--- config.mk ---
export PLATFORM = sky130hd
export DESIGN_NAME = bus_sequencer
export DESIGN_NICKNAME = d
export VERILOG_FILES = /design/src/rtl/bus_ctrl_pkg.sv /design/src/rtl/reg_sel_decode.sv /design/src/rtl/bus_sequencer.sv
export SDC_FILE = /design/constraint.sdc
export NUM_CORES = 1
export LEC_CHECK = 0
export BUFFER_PORTS_ARGS = -buffer_cell sky130_fd_sc_hd__buf_4
export CORE_MARGIN = 3
export CORE_UTILIZATION = 45
export DETAILED_ROUTE_END_ITERATION = 10
export GPL_TIMING_DRIVEN = 0
export PLACE_DENSITY = 0.76
export SKIP_LAST_GASP = 1
export SLEW_MARGIN = 20
export SYNTH_ARGS = -nofsm -noshare
export SYNTH_HDL_FRONTEND = slang
export SYNTH_SLANG_ARGS = --single-unit
--- constraint.sdc ---
create_clock -name clock -period 2.65 [get_ports clock]
set_clock_uncertainty 0.1 [all_clocks]
set_input_delay 0.1325 -clock clock [delete_from_list [all_inputs] [get_ports clock]]
set_output_delay 0.1325 -clock clock [all_outputs]
set_load 0.01 [all_outputs]
--- src/rtl/bus_ctrl_pkg.sv ---
// Shared encodings for the register-bus sequencer.
// Opcodes, register select codes and the controller state type.
package bus_ctrl_pkg;

  localparam logic [1:0] OP_LOAD = 2'b00;
  localparam logic [1:0] OP_MOVE = 2'b01;
  localparam logic [1:0] OP_ADD  = 2'b10;
  localparam logic [1:0] OP_ILL  = 2'b11;

  localparam logic [1:0] REG_A = 2'b00;
  localparam logic [1:0] REG_B = 2'b01;
  localparam logic [1:0] REG_C = 2'b10;
  localparam logic [1:0] REG_D = 2'b11;

  typedef enum logic [2:0] {
    S_IDLE     = 3'd0,
    S_DRIVE    = 3'd1,
    S_ADD_EXEC = 3'd2,
    S_ADD_WB   = 3'd3,
    S_DONE     = 3'd4,
    S_ERR      = 3'd5
  } state_e;

endpackage

--- src/rtl/reg_sel_decode.sv ---
// 2-to-4 one-hot register select decoder with enable.
// Ports: en_i enable, sel_i register code, onehot_o {D,C,B,A}.
module reg_sel_decode (
  input  logic       en_i,
  input  logic [1:0] sel_i,
  output logic [3:0] onehot_o
);

  always_comb begin
    onehot_o = '0;
    if (en_i) onehot_o[sel_i] = 1'b1;
  end

endmodule

--- src/rtl/bus_sequencer.sv ---
// Command sequencer for the shared 16-bit register bus.
// Ports: clock/reset, cmd_* handshake, busy/done/err status,
// op_count, bus driver enables, register loads, enbAdd.
module bus_sequencer
  import bus_ctrl_pkg::*;
#(
  parameter int ADD_LAT = 1,
  parameter int CNT_W   = 8
) (
  input  logic             clock,
  input  logic             reset,
  input  logic             cmd_valid,
  output logic             cmd_ready,
  input  logic [1:0]       cmd_op,
  input  logic [1:0]       cmd_src,
  input  logic [1:0]       cmd_dst,
  output logic             busy,
  output logic             done,
  output logic             err,
  output logic [CNT_W-1:0] op_count,
  output logic             enbIn,
  output logic             enbA,
  output logic             enbB,
  output logic             enbC,
  output logic             enbD,
  output logic             enbBusA,
  output logic             ldA,
  output logic             ldB,
  output logic             ldC,
  output logic             ldD,
  output logic             enbAdd
);

  localparam logic [3:0] LAT_INIT = 4'(ADD_LAT - 1);

  state_e           state_q, state_d;
  logic [1:0]       op_q, op_d;
  logic [1:0]       src_q, src_d;
  logic [1:0]       dst_q, dst_d;
  logic [3:0]       lat_q, lat_d;
  logic [CNT_W-1:0] cnt_q, cnt_d;

  logic [3:0] src_en_q, src_en_d;
  logic [3:0] ld_q, ld_d;
  logic       in_q, in_d;
  logic       busa_q, busa_d;
  logic       add_q, add_d;
  logic       done_q, done_d;
  logic       err_q, err_d;
  logic       busy_q, busy_d;
  logic       rdy_q, rdy_d;

  logic accept;
  logic mv_en;
  logic wr_en;

  // Ready is held low while reset is asserted, so no
  // command can be taken during the reset cycle.
  assign cmd_ready = rdy_q & ~reset;
  assign accept    = cmd_valid & cmd_ready;

  always_comb begin
    state_d = state_q;
    op_d    = op_q;
    src_d   = src_q;
    dst_d   = dst_q;
    lat_d   = lat_q;
    cnt_d   = cnt_q;
    unique case (state_q)
      S_IDLE: begin
        if (accept) begin
          op_d  = cmd_op;
          src_d = cmd_src;
          dst_d = cmd_dst;
          unique case (cmd_op)
            OP_LOAD,
            OP_MOVE: state_d = S_DRIVE;
            OP_ADD: begin
              state_d = S_ADD_EXEC;
              lat_d   = LAT_INIT;
            end
            default: state_d = S_ERR;
          endcase
        end
      end
      S_DRIVE: begin
        state_d = S_DONE;
        cnt_d   = cnt_q + 1'b1;
      end
      S_ADD_EXEC: begin
        if (lat_q == '0) state_d = S_ADD_WB;
        else             lat_d   = lat_q - 1'b1;
      end
      S_ADD_WB: begin
        state_d = S_DONE;
        cnt_d   = cnt_q + 1'b1;
      end
      S_DONE:  state_d = S_IDLE;
      S_ERR:   state_d = S_IDLE;
      default: state_d = S_IDLE;
    endcase
  end

  // Outputs are decoded from the next state so that the
  // registered copies line up with the state they belong to.
  assign mv_en  = (state_d == S_DRIVE) && (op_d == OP_MOVE);
  assign wr_en  = (state_d == S_DRIVE) ||
                  (state_d == S_ADD_WB);
  assign in_d   = (state_d == S_DRIVE) && (op_d == OP_LOAD);
  assign busa_d = (state_d == S_ADD_WB);
  assign add_d  = (state_d == S_ADD_EXEC);
  assign done_d = (state_d == S_DONE);
  assign err_d  = (state_d == S_ERR);
  assign busy_d = (state_d != S_IDLE);
  assign rdy_d  = (state_d == S_IDLE);

  reg_sel_decode u_src_dec (
    .en_i     (mv_en),
    .sel_i    (src_d),
    .onehot_o (src_en_d)
  );

  reg_sel_decode u_ld_dec (
    .en_i     (wr_en),
    .sel_i    (dst_d),
    .onehot_o (ld_d)
  );

  always_ff @(posedge clock) begin
    if (reset) begin
      state_q  <= S_IDLE;
      op_q     <= '0;
      src_q    <= '0;
      dst_q    <= '0;
      lat_q    <= '0;
      cnt_q    <= '0;
      src_en_q <= '0;
      ld_q     <= '0;
      in_q     <= 1'b0;
      busa_q   <= 1'b0;
      add_q    <= 1'b0;
      done_q   <= 1'b0;
      err_q    <= 1'b0;
      busy_q   <= 1'b0;
      rdy_q    <= 1'b1;
    end else begin
      state_q  <= state_d;
      op_q     <= op_d;
      src_q    <= src_d;
      dst_q    <= dst_d;
      lat_q    <= lat_d;
      cnt_q    <= cnt_d;
      src_en_q <= src_en_d;
      ld_q     <= ld_d;
      in_q     <= in_d;
      busa_q   <= busa_d;
      add_q    <= add_d;
      done_q   <= done_d;
      err_q    <= err_d;
      busy_q   <= busy_d;
      rdy_q    <= rdy_d;
    end
  end

  assign enbIn    = in_q;
  assign enbA     = src_en_q[0];
  assign enbB     = src_en_q[1];
  assign enbC     = src_en_q[2];
  assign enbD     = src_en_q[3];
  assign enbBusA  = busa_q;
  assign ldA      = ld_q[0];
  assign ldB      = ld_q[1];
  assign ldC      = ld_q[2];
  assign ldD      = ld_q[3];
  assign enbAdd   = add_q;
  assign done     = done_q;
  assign err      = err_q;
  assign busy     = busy_q;
  assign op_count = cnt_q;

endmodule
After elaboration in Yosys (flattened, before gate mapping)
Cells that the tools add are included.

Register bits: 36. Bits in latches: 0. RAM bits: 0. ROM bits: 0. Input port bits: 9. Output and inout port bits: 23. Logic and storage cells: 75. Memories: 0.

Add/sub/neg operators: 2. $mul: 0. Divide/modulo/power cells: 0. Magnitude comparators: 4. Eq/ne operators: 14. Shifts and indexed selects: 0. Multiplexer cells: 18. Bitwise operators: 5. Reductions and logical operators: 17.

Operators by type and width (count): $eq 3x2->1 const B (4); $mux 2 (6); $mux 4 (3); $pmux 3 s3 (1); $add 8x1->8 const B (1); $pmux 4 s2 (1); $reduce_or 2->1 (4); $eq 3x1->1 const B (2); $eq 3x3->1 const B (2); $logic_not 3->1 (2); $lt 2x3->1 const B (2); $mux 3 (2); $pmux 3 s2 (1); $demux 1 s2 (2); $eq 2x1->1 const B (2); $ge 2x1->1 const B (2); $logic_and 1x1->1 (4); $logic_not 2->1 (2); $logic_not 4->1 (1); $ne 2x2->1 const B (2); $reduce_and 4->1 (1); $sub 4x1->4 const B (1); $not 1->1 (3); $reduce_bool 3->1 (1); other kinds (6) (8).

Longest topological paths before layout
Gate-level depths: netlist of the first run.

Word-level depth: 9. Gate-level depth with buffers: 6. Depth with buffers taken out: 6.

Hierarchy
Synthesis of the first run repeated with hierarchy kept, for this count alone.

Cell total of the unflattened synthesis: 138. Area, all modules: 1373.8 sq um.

Modules (own cells, without submodules): bus_sequencer (instances 1, cells an instance 130, area each 1298.7 sq um, seq. area each 680.7 sq um); reg_sel_decode (instances 2, cells an instance 4, area each 37.5 sq um, seq. area each 0.0 sq um).

Worst setup path before layout of the first run
Ideal clock, no wire load.

Path kind: reg-to-reg. From: reg state_q[1]. To: reg lat_q[2]. Library setup time: 70 ps. Data arrival time: 1402 ps. Required time: 2480 ps. Slack: 1078 ps. Stages on the path, launching flop included: 5. Buffers on the path: 0. Clock period less this slack: 1572 ps. Cell sequence: dfxtp_1 or3b_4 a2bb2oi_2 or3_1 a21boi_1.

Word-level cells in the longest chain between the ends: 3. Elaborated cells between the ends (all ways): 8. Classes of those cells: eq/ne (4); mux (1); reduce/logical (3).

Ends and longest elaborated chain: start, declared (line bus_sequencer.sv:36) `state_e state_q, state_d;`; start signal, assigned (line bus_sequencer.sv:147) `state_q <= state_d;`; $eq 3x2->1 / $logic_not 3->1 (equally long branches) (line bus_sequencer.sv:69) `unique case (state_q)`; $ne 2x2->1 (no line), or another cell as far along; $reduce_and 4->1 (no line); end signal, assigned (line bus_sequencer.sv:151) `lat_q <= lat_d;`; end, declared (line bus_sequencer.sv:40) `logic [3:0] lat_q, lat_d;`.

Parallel ways exist; a longest one is shown, timed or not. A chain may end at the register's enable or synchronous reset.

Worst setup path after layout of the first run
From: reg state_q[0]. To: reg src_en_q[2].

Word-level cells in the longest chain between the ends: 7. Elaborated cells between the ends (all ways): 20. Classes of those cells: order compare (2); eq/ne (5); mux (7); bitwise (1); reduce/logical (5).

Ends and longest elaborated chain: $eq 3x2->1 / $eq 3x1->1 (equally long branches) (line bus_sequencer.sv:69); $reduce_or 2->1 (no line); $pmux 3 s3 (line bus_sequencer.sv:69); $eq 3x1->1 (line bus_sequencer.sv:106) `assign mv_en = (state_d == S_DRIVE) && (op_d == OP_MOVE);`; $logic_and 1x1->1 (line bus_sequencer.sv:106); $not 1->1 (no line); $reduce_or 2->1 (no line); end signal, assigned (line bus_sequencer.sv:153) `src_en_q <= src_en_d;`; end, declared (line bus_sequencer.sv:43) `logic [3:0] src_en_q, src_en_d;`.

Parallel ways exist; a longest one is shown, timed or not.

==> results of run 1 <==
==> power breakdown <==
| part | leakage [nW] | switching [W] | internal, W |
|---|---|---|---|
| Clock | 0.0326 | 0.000152 | 0.000131 |
| Combinational | 0.441 | 0.0000515 | 0.0000536 |
| Sequential | 0.259 | 0.0000114 | 0.000494 |
| Total | 0.733 | 0.000215 | 0.000678 |
==> final cells by class <==
cell class              count  area, um^2
clock buffers               8        58.8
plain buffers               5        23.8
fillers                   216         903
flip-flops and latches     32         641
well taps                  30        37.5
repair buffers             39         313
inverters                   4        15.0
multi-input cells          85         576
==> registers in the layout, indices dropped and copies added (netlist names) <==
| name | count |
|---|---|
| ld_q | 4 |
| enbAdd | 1 |
| enbBusA | 1 |
| dst_q | 2 |
| enbIn | 1 |
| src_en_q | 4 |
| rdy_q | 1 |
| state_q | 3 |
| done | 1 |
| lat_q | 4 |
| busy | 1 |
| err | 1 |
| op_count | 8 |
==> metrics by stage <==
stage	setup slack, ns	util	total power (W)	std cells
5_1_grt	0.154	0.648	0.000934	203
4_1_cts	0.465	0.648	0.000897	203
6_report	0.236	0.648	0.000893	203
3_5_place_dp	0.887	0.594	0.000611	187
2_1_floorplan	1.08	-	0.000573	126
3_3_place_gp	0.914	0.594	0.000608	187
==> worst min-delay path, stage by stage <==
cell and delay [ns]:
buf_4 0.12, a21oi_1 0.12, nor4_1 0.06
==> Yosys cell counts <==
library cell  count
a211oi_1          1
a21boi_1          1
a21oi_1           4
a2bb2oi_2         1
a31oi_1           2
and2_1            3
and3_1            2
and3b_1           1
and4_1            1
buf_2             1
buf_4             1
clkbuf_1          3
dfxtp_1          32
ha_1              2
inv_1             4
mux2i_1           2
mux2i_4           1
nand2_1           6
nand2_4           1
nand2b_1          2
nand3_1           2
nand4_1           5
nand4b_1          1
nor2_1           16
nor2b_1           4
nor3_1            3
nor3b_1           4
nor4_1            2
nor4b_2           1
nor4bb_1          1
o211a_1           2
o21a_1            2
o21ai_0           2
or3_1             1
or3b_4            1
xnor2_1           2
xor2_1            6
==> cell families after synthesis <==
family          synth area share
flops                      0.510
mux                       0.0339
xor+xnor                  0.0558
fa+ha+maj                 0.0199
simple gates               0.263
compound gates            0.0857
buf+inv                   0.0309
==> worst max path at each step <==
stage / endpoint / slack [ns] / start / cells past startpoint
2_1_floorplan: lat_q[2] / 1.08 / state_q[1] / 4
3_5_place_dp: ld_q[2] / 0.89 / lat_q[1] / 6
3_3_place_gp: enbAdd / 0.91 / lat_q[0] / 6
4_1_cts: src_en_q[2] / 0.47 / state_q[0] / 6
5_1_grt: src_en_q[2] / 0.15 / state_q[0] / 6
6_report: src_en_q[2] / 0.24 / state_q[0] / 6
==> metal layers <==
layer / up-vias / share of wire
met1: 467 / 0.42
met5: - / 0
met2: 37 / 0.50
li1: 529 / -
met4: 0 / 0.019
met3: 8 / 0.065
==> repair_timing <==
action | CTS | global route
hold buffers | 8 | 0
buffers inserted | 0 | 0
endpoints found under the hold margin | 8 | 0
==> out/results.ini, run 1 <==
[grt]
grt_start_max_net_pins=11
grt_util_all_layers=0.185
antenna_found_initial=0
grt.busiest_layer=met2
use_met2=0.325
use_met3=0.0680
first_global_vias=1047
met1_usage=0.202
grt_overflow=0
grt_pass1_wl_um=4690

[run_status]
status=complete, no violations

[timing]
tns_ns=0
worst_pin_slew_ns=0.634
setup_viol=0
hold_slack_ns=0.0407
final_max_slew_viol_count=0
max-slew-margin-rel=0.577
layout_min_cycle_time_ns=2.41
rsz0062_at_grt=no
fmax_mhz=414
hold_viol=0
fin_crit_sh=0.911

[layout]
layout_common_cells=buf_4 (32), dfxtp_1 (32), nor2_1 (16)
drive_gt1_frac=0.254
final_cell_area_mm2=0.00166
areaGrowthSynthToFinish_pct=32.6
antennaDiodeCount=0
nNetsFinal=183

[synth]
synth_largest_area_cell=dfxtp_1
yosysTopAreaCellShare=0.510
synthDistinctLibCells=37
avgSynthCellArea_um2=9.96
yosys_register_bits=32
synth-seq-area-share=0.510
netlist_area_mm2=0.00125
syn_inst=126
syn-num-nets=137
ys_warn_count=0
synthTopCellsByArea=dfxtp_1 (51%), nor2_1 (4.8%), xor2_1 (4.2%)

[clock_network]
cts_tree=yes
cts.clk_slew.worst_paths_ns=0.09
clk_path_buf_depth=2
cts_resized=0
cts_sinks=32
clock-root-buffer=clkbuf_4
worst_skew_pair.late_latency_ns=0.32
cts-buffers-inserted=5
htree_levels=2

[worst_setup_path]
slowest_delay_ns=0.62
crit_arrival_ns=2.58
reg2reg_to=src_en_q[2]
path_cells=nor4b_2 > buf_4 > and3b_1 > nand2_1 > nor3b_1 > dlygate4sd3_1
ff2ff_path_depth=6
crit_path_top_delay_cell=dlygate4sd3_1
reg2reg_from=state_q[0]
path_class=flip-flop to flip-flop
rrSetupSlack_ns=0.24
required_ns=2.81
start_kind=flip-flop
cp_top_family=simple AND/OR/NAND/NOR gates
path_buf_inv=2
crit_fanout=8
endpoint_kind=flip-flop

[die]
die_w_um=58.8
io_pins=32
initial_core_util=0.489
die-height_um=58.8
dieArea_mm2=0.00346
core_mm2=0.00257
row_count=18

[hold_path]
worstHoldEndpoint=state_q[1]
worstHoldPathType=input pin to flip-flop
min_path_cells=3
min_from=cmd_valid

[route]
drtIter0Drc=25
drc_errors=0
first_pass_iters=4
wl_per_cell_um=14.0
ant_nets=0
wl_um=2840
dr_total_vias=1041
vias_per_cell=5.13

[flow_run]
cap_viol_max_count=0

[place]
dp_hpwl_um=1970
place_congestion=0.780
portBuffers=31
place_area_mm2=0.00153

[power_and_ir_drop]
max-vdd-ir-drop_mv=0.462
p_leak_nw=0.733
p_per_area_mw_per_mm2=537

No activity file was read; power rests on OpenSTA's default activity.
==> inputs of run 2 (changes only) <==
--- a/config.mk
+++ b/config.mk
@@ -5,12 +5,13 @@
 export SDC_FILE = /design/constraint.sdc
 export NUM_CORES = 1
 export LEC_CHECK = 0
+export ABC_AREA = 1
 export BUFFER_PORTS_ARGS = -buffer_cell sky130_fd_sc_hd__buf_4
 export CORE_MARGIN = 3
 export CORE_UTILIZATION = 45
 export DETAILED_ROUTE_END_ITERATION = 10
 export GPL_TIMING_DRIVEN = 0
-export PLACE_DENSITY = 0.76
+export PLACE_DENSITY = 0.75
 export SKIP_LAST_GASP = 1
 export SLEW_MARGIN = 20
 export SYNTH_ARGS = -nofsm -noshare
==> out/results.ini, run 2 <==
[place]
portBuffers=30
dp_hpwl_um=2280
post-place-ws_ns=1.07
place_congestion=0.779

[synth]
synthArstFlopShare=0
synth-edff-count=0
yosysTopAreaCellShare=0.461
ys.flop_type=dfxtp_1
synth_largest_area_cell=dfxtp_1
yosys_register_bits=35
syn_inst=207
netlist_area_mm2=0.00152
synthTopCellsByArea=dfxtp_1 (46%), nand2_1 (12%), nor2_1 (9.1%)
synth.most_common_cell=nand2_1
avgSynthCellArea_um2=7.34
synth-seq-area-share=0.461
ys_top_cells_by_count=nand2_1 (48), nor2_1 (37), dfxtp_1 (35)
syn-num-nets=218
ys_warn_count=0
synthDistinctLibCells=23

[hold_path]
worstHoldPathType=input pin to flip-flop

[clock_network]
cts.clk_slew.worst_paths_ns=0.12
postCtsSetupRepairBufs=0
clk_path_buf_depth=2
worst_skew_pair.late_latency_ns=0.34
cts_tree=yes
htree_levels=2
clock-root-buffer=clkbuf_4
cts-buffers-inserted=5
cts_sinks=35

[layout]
areaGrowthSynthToFinish_pct=25.1
antennaDiodeCount=0
ff_latch_area_um2=701
largest_reg_flops=8
nNetsFinal=257
multi_input_area_um2=659
drive_gt1_frac=0.223
layout_common_cells=nand2_1 (48), nor2_1 (37), dfxtp_1 (35)
fill_cells=311
final_common_cell=nand2_1

[worst_setup_path]
crit_arrival_ns=1.46
path_class=input pin to output pin
endpoint_kind=output pin
crit_fanout=10
required_ns=2.42
start_kind=input pin

[timing]
final_max_slew_viol_count=0
setup_ws_ns=0.960
fin_crit_sh=0.638
worst_pin_slew_ns=0.543
max-slew-margin-rel=0.638
hold_viol=0
fmax_mhz=592
layout_min_cycle_time_ns=1.69
setup_viol=0
rsz0062_at_grt=no
tns_ns=0

[grt]
grt_util_all_layers=0.154
first_global_vias=1202
grt_start_max_net_pins=13
grt_pass1_wl_um=5000
grt_overflow=0
antenna_found_initial=0

[die]
die_w_um=64.1
io_pins=32
die-height_um=64.1
row_count=20
dieArea_mm2=0.00411
initial_core_util=0.486
core_mm2=0.00313

[power_and_ir_drop]
pwr-share-clk=0.310
p_leak_nw=0.937
p_comb_frac=0.215
p_per_area_mw_per_mm2=648
switchingPower_w=0.000366
max-vdd-ir-drop_mv=0.393
p_sw_frac=0.297
power_frac_seq=0.474
p_int_w=0.000865

[route]
wl_um=2990
first_pass_iters=7
wl_per_cell_um=10.3
ant_nets=0
vias_per_cell=4.65
dr_total_vias=1354
drtIter0Drc=60
drc_errors=0

[flow_run]
cap_viol_max_count=0

[run_status]
status=complete, no violations

-- run 2: routing by layer --
layer	GRT usage	vias to the layer above	part of all wire
met5	0	-	0
met1	0.171	609	0.46
met4	0.0633	0	0.011
met2	0.277	27	0.48
li1	-	714	-
met3	0.0369	4	0.047
-- run 2: timing repair --
item	in CTS	in global routing
endpoints found under the hold margin	10	0
setup endpoints to repair	0	0
hold buffers	2	0
resized for setup	0	0
-- run 2: cell type report --
| class | instances | share of cell area |
|---|---|---|
| sequential | 35 | 0.369 |
| tap | 44 | 0.0290 |
| clock buffer | 5 | 0.0197 |
| multi-input combinational | 136 | 0.347 |
| inverter | 32 | 0.0658 |
| buffer | 4 | 0.0178 |
| timing repair buffer | 32 | 0.129 |
| clock inverter | 3 | 0.0230 |
-- run 2: critical path, cell delays in order --
cell and delay, ns:
dlygate4sd3_1 0.55, buf_6 0.14, clkbuf_1 0.36, nor2_1 0.11, buf_4 0.16
-- run 2: final timing paths --
| path | from | slack (ns) | end | depth (start not counted) |
|---|---|---|---|---|
| setup / recovery | reset | 0.96 | cmd_ready | 5 |
| hold / removal | cmd_op[1] | 0.02 | enbIn | 4 |
| setup reg to reg | lat_q[0] | 1.06 | lat_q[1] | 6 |
| hold reg to reg | lat_q[0] | 0.37 | lat_q[0] | 2 |
-- run 2: cell families after synthesis --
| family | synth area share |
|---|---|
| compound gates | 0.0807 |
| buf+inv | 0.105 |
| fa+ha+maj | 0.0165 |
| simple gates | 0.337 |
| flops | 0.461 |
-- run 2: power groups by stage --
stage	combinational, W	clock, W	sequential (W)
after CTS	0.000266	0.000393	0.000585
after floorplan	0.000184	0	0.000602
after global placement	0.000257	0	0.000596
after detailed placement	0.000263	0	0.000597
after global routing	0.000301	0.000416	0.000590
final	0.000265	0.000382	0.000584
-- run 2: metrics by stage --
stage | cell area, um^2 | utilization | instances | hold slack, ns | power (W)
4_1_cts | 1900 | 0.608 | 291 | 0.0111 | 0.00124
6_report | 1900 | 0.608 | 291 | 0.0158 | 0.00123
3_3_place_gp | 1800 | 0.575 | 281 | 0.248 | 0.000853
3_5_place_dp | 1800 | 0.575 | 281 | 0.252 | 0.000860
2_1_floorplan | 1520 | - | 207 | 0.182 | 0.000785
5_1_grt | 1900 | 0.608 | 291 | 0.0156 | 0.00131
==> inputs of run 3 (changes only) <==
==> constraint.sdc (replaced) <==
create_clock -name clock -period 1.61 [get_ports clock]
set_clock_uncertainty 0.1 [all_clocks]
set_input_delay 0.0805 -clock clock [delete_from_list [all_inputs] [get_ports clock]]
set_output_delay 0.0805 -clock clock [all_outputs]
set_load 0.01 [all_outputs]
==> out/results.ini, run 3 (synthesized netlist as in run 2, its figures left out) <==
[hold_path]
worstHoldEndpoint=ld_q[0]
min_from=cmd_dst[0]
min_path_cells=6
worstHoldPathType=input pin to flip-flop

[die]
core_mm2=0.00313
io_pins=32
initial_core_util=0.486
die-height_um=64.1
row_count=20
dieArea_mm2=0.00411
die_w_um=64.1

[place]
dp.cells=281
place_congestion=0.779
portBuffers=30
dp_hpwl_um=2280

[clock_network]
cts_tree=yes
worst_skew_pair.late_latency_ns=0.34
cts_sinks=35
cts.clk_slew.worst_paths_ns=0.12
clk_path_buf_depth=2
cts-buffers-inserted=5
clock-root-buffer=clkbuf_4
htree_levels=2

[power_and_ir_drop]
p_int_w=0.00145
p_sw_frac=0.300
p_per_area_mw_per_mm2=1050
p_leak_nw=0.973
power_frac_seq=0.465
max-vdd-ir-drop_mv=0.651
switchingPower_w=0.000623
pwr-share-clk=0.306
p_comb_frac=0.229

[route]
first_pass_iters=4
wl_per_cell_um=10.6
vias_per_cell=4.67
ant_nets=0
dr_total_vias=1392
drc_errors=0
wl_um=3150
drtIter0Drc=55

[timing]
max-slew-margin-rel=0.628
hold_viol=0
layout_min_cycle_time_ns=1.53
fmax_mhz=654
setup_viol=0
tns_ns=0
fin_crit_sh=0.950
rsz0062_at_grt=no
final_max_slew_viol_count=0
worst_pin_slew_ns=0.557

[layout]
drive_gt1_frac=0.244
largest_reg_flops=8
layout_common_cells=nand2_1 (47), nor2_1 (36), dfxtp_1 (34)
final_common_cell=nand2_1
areaGrowthSynthToFinish_pct=30.1
fin_cells=298
antennaDiodeCount=0
nNetsFinal=264

[worst_setup_path]
endpoint_kind=flip-flop
crit_arrival_ns=1.66
slowest_delay_ns=0.36
rrSetupSlack_ns=0.08
path_class=flip-flop to flip-flop
ff2ff_path_depth=9
reg2reg_from=state_q[2]
path_cells=nor2_2 > nand2_2 > nor2_8 > buf_8 > nand3_1 > nand2_1 > nand2_1 > nand2_1 > nor2_1
reg2reg_to=rdy_q
required_ns=1.74
crit_fanout=9
startpoint=state_q[2]
cpMostUsedCell=nand2_1
start_kind=flip-flop
crit_path_top_delay_cell=dfxtp_2

[grt]
first_global_vias=1249
antenna_found_initial=0
grt_pass1_wl_um=5150
grt_start_max_net_pins=13
grt_overflow=0
grt_util_all_layers=0.159

[run_status]
status=complete, no violations

[flow_run]
cap_viol_max_count=0

run 3: cell types whose count changed in the layout (fill, tap and decap cells not counted), sizes merged:
cell         delta
dlygate4sd3     +4
buf             +3
run 3: final cells by class:
type / count / area [um^2]
multi-input cells: 136 / 671
fillers: 298 / 1150
well taps: 44 / 55.1
inverters: 32 / 125
repair buffers: 39 / 308
clock buffers: 5 / 37.5
clock inverters: 3 / 43.8
flip-flops and latches: 35 / 702
plain buffers: 4 / 33.8
run 3: worst max-delay path, delay by kind of cell (launching register included):
| kind | cells | cell delay (ns) |
|---|---|---|
| buf+inv | 1 | 0.14 |
| simple gates | 8 | 0.81 |
| flops | 1 | 0.36 |
run 3: timing repair:
action | in CTS | in global routing
gates resized for setup | 0 | 5
endpoints found under the setup margin | 0 | 11
endpoints found under the hold margin | 18 | 0
hold buffers | 6 | 0
setup buffers | 0 | 3
run 3: stage by stage:
stage | hold slack [ns] | power, W | util | worst slack [ns] | area (um^2)
final | 0.0229 | 0.00207 | 0.632 | 0.0801 | 1980
after floorplan | 0.130 | 0.00129 | - | 0.223 | 1520
after global placement | 0.196 | 0.00140 | 0.575 | 0.0579 | 1800
after CTS | 0.0173 | 0.00206 | 0.620 | 0.0172 | 1940
after detailed placement | 0.200 | 0.00142 | 0.575 | 0.0270 | 1800
after global routing | 0.0325 | 0.00220 | 0.632 | 0.00377 | 1980
run 3: per-layer routing:
layer | routed length, um | global-route usage
met5 | 0 | 0
met1 | 1430 | 0.174
met3 | 148 | 0.0369
met2 | 1550 | 0.286
met4 | 14 | 0.0739
run 3: power groups by stage:
stage               clock (W)  combinational, W  sequential, W
floorplan                   0          0.000302       0.000990
global placement            0          0.000424       0.000980
detailed placement          0          0.000433       0.000982
CTS                  0.000647          0.000446       0.000963
global route         0.000690          0.000533       0.000973
finish               0.000635          0.000474       0.000964
run 3: worst max path at each step:
stage | end | slack (ns) | cells past startpoint
after global routing | lat_q[1] | 0.004 | 6
after global placement | lat_q[1] | 0.06 | 6
after detailed placement | lat_q[1] | 0.03 | 6
after floorplan | lat_q[1] | 0.22 | 6
final | rdy_q | 0.08 | 9
after CTS | lat_q[1] | 0.02 | 6
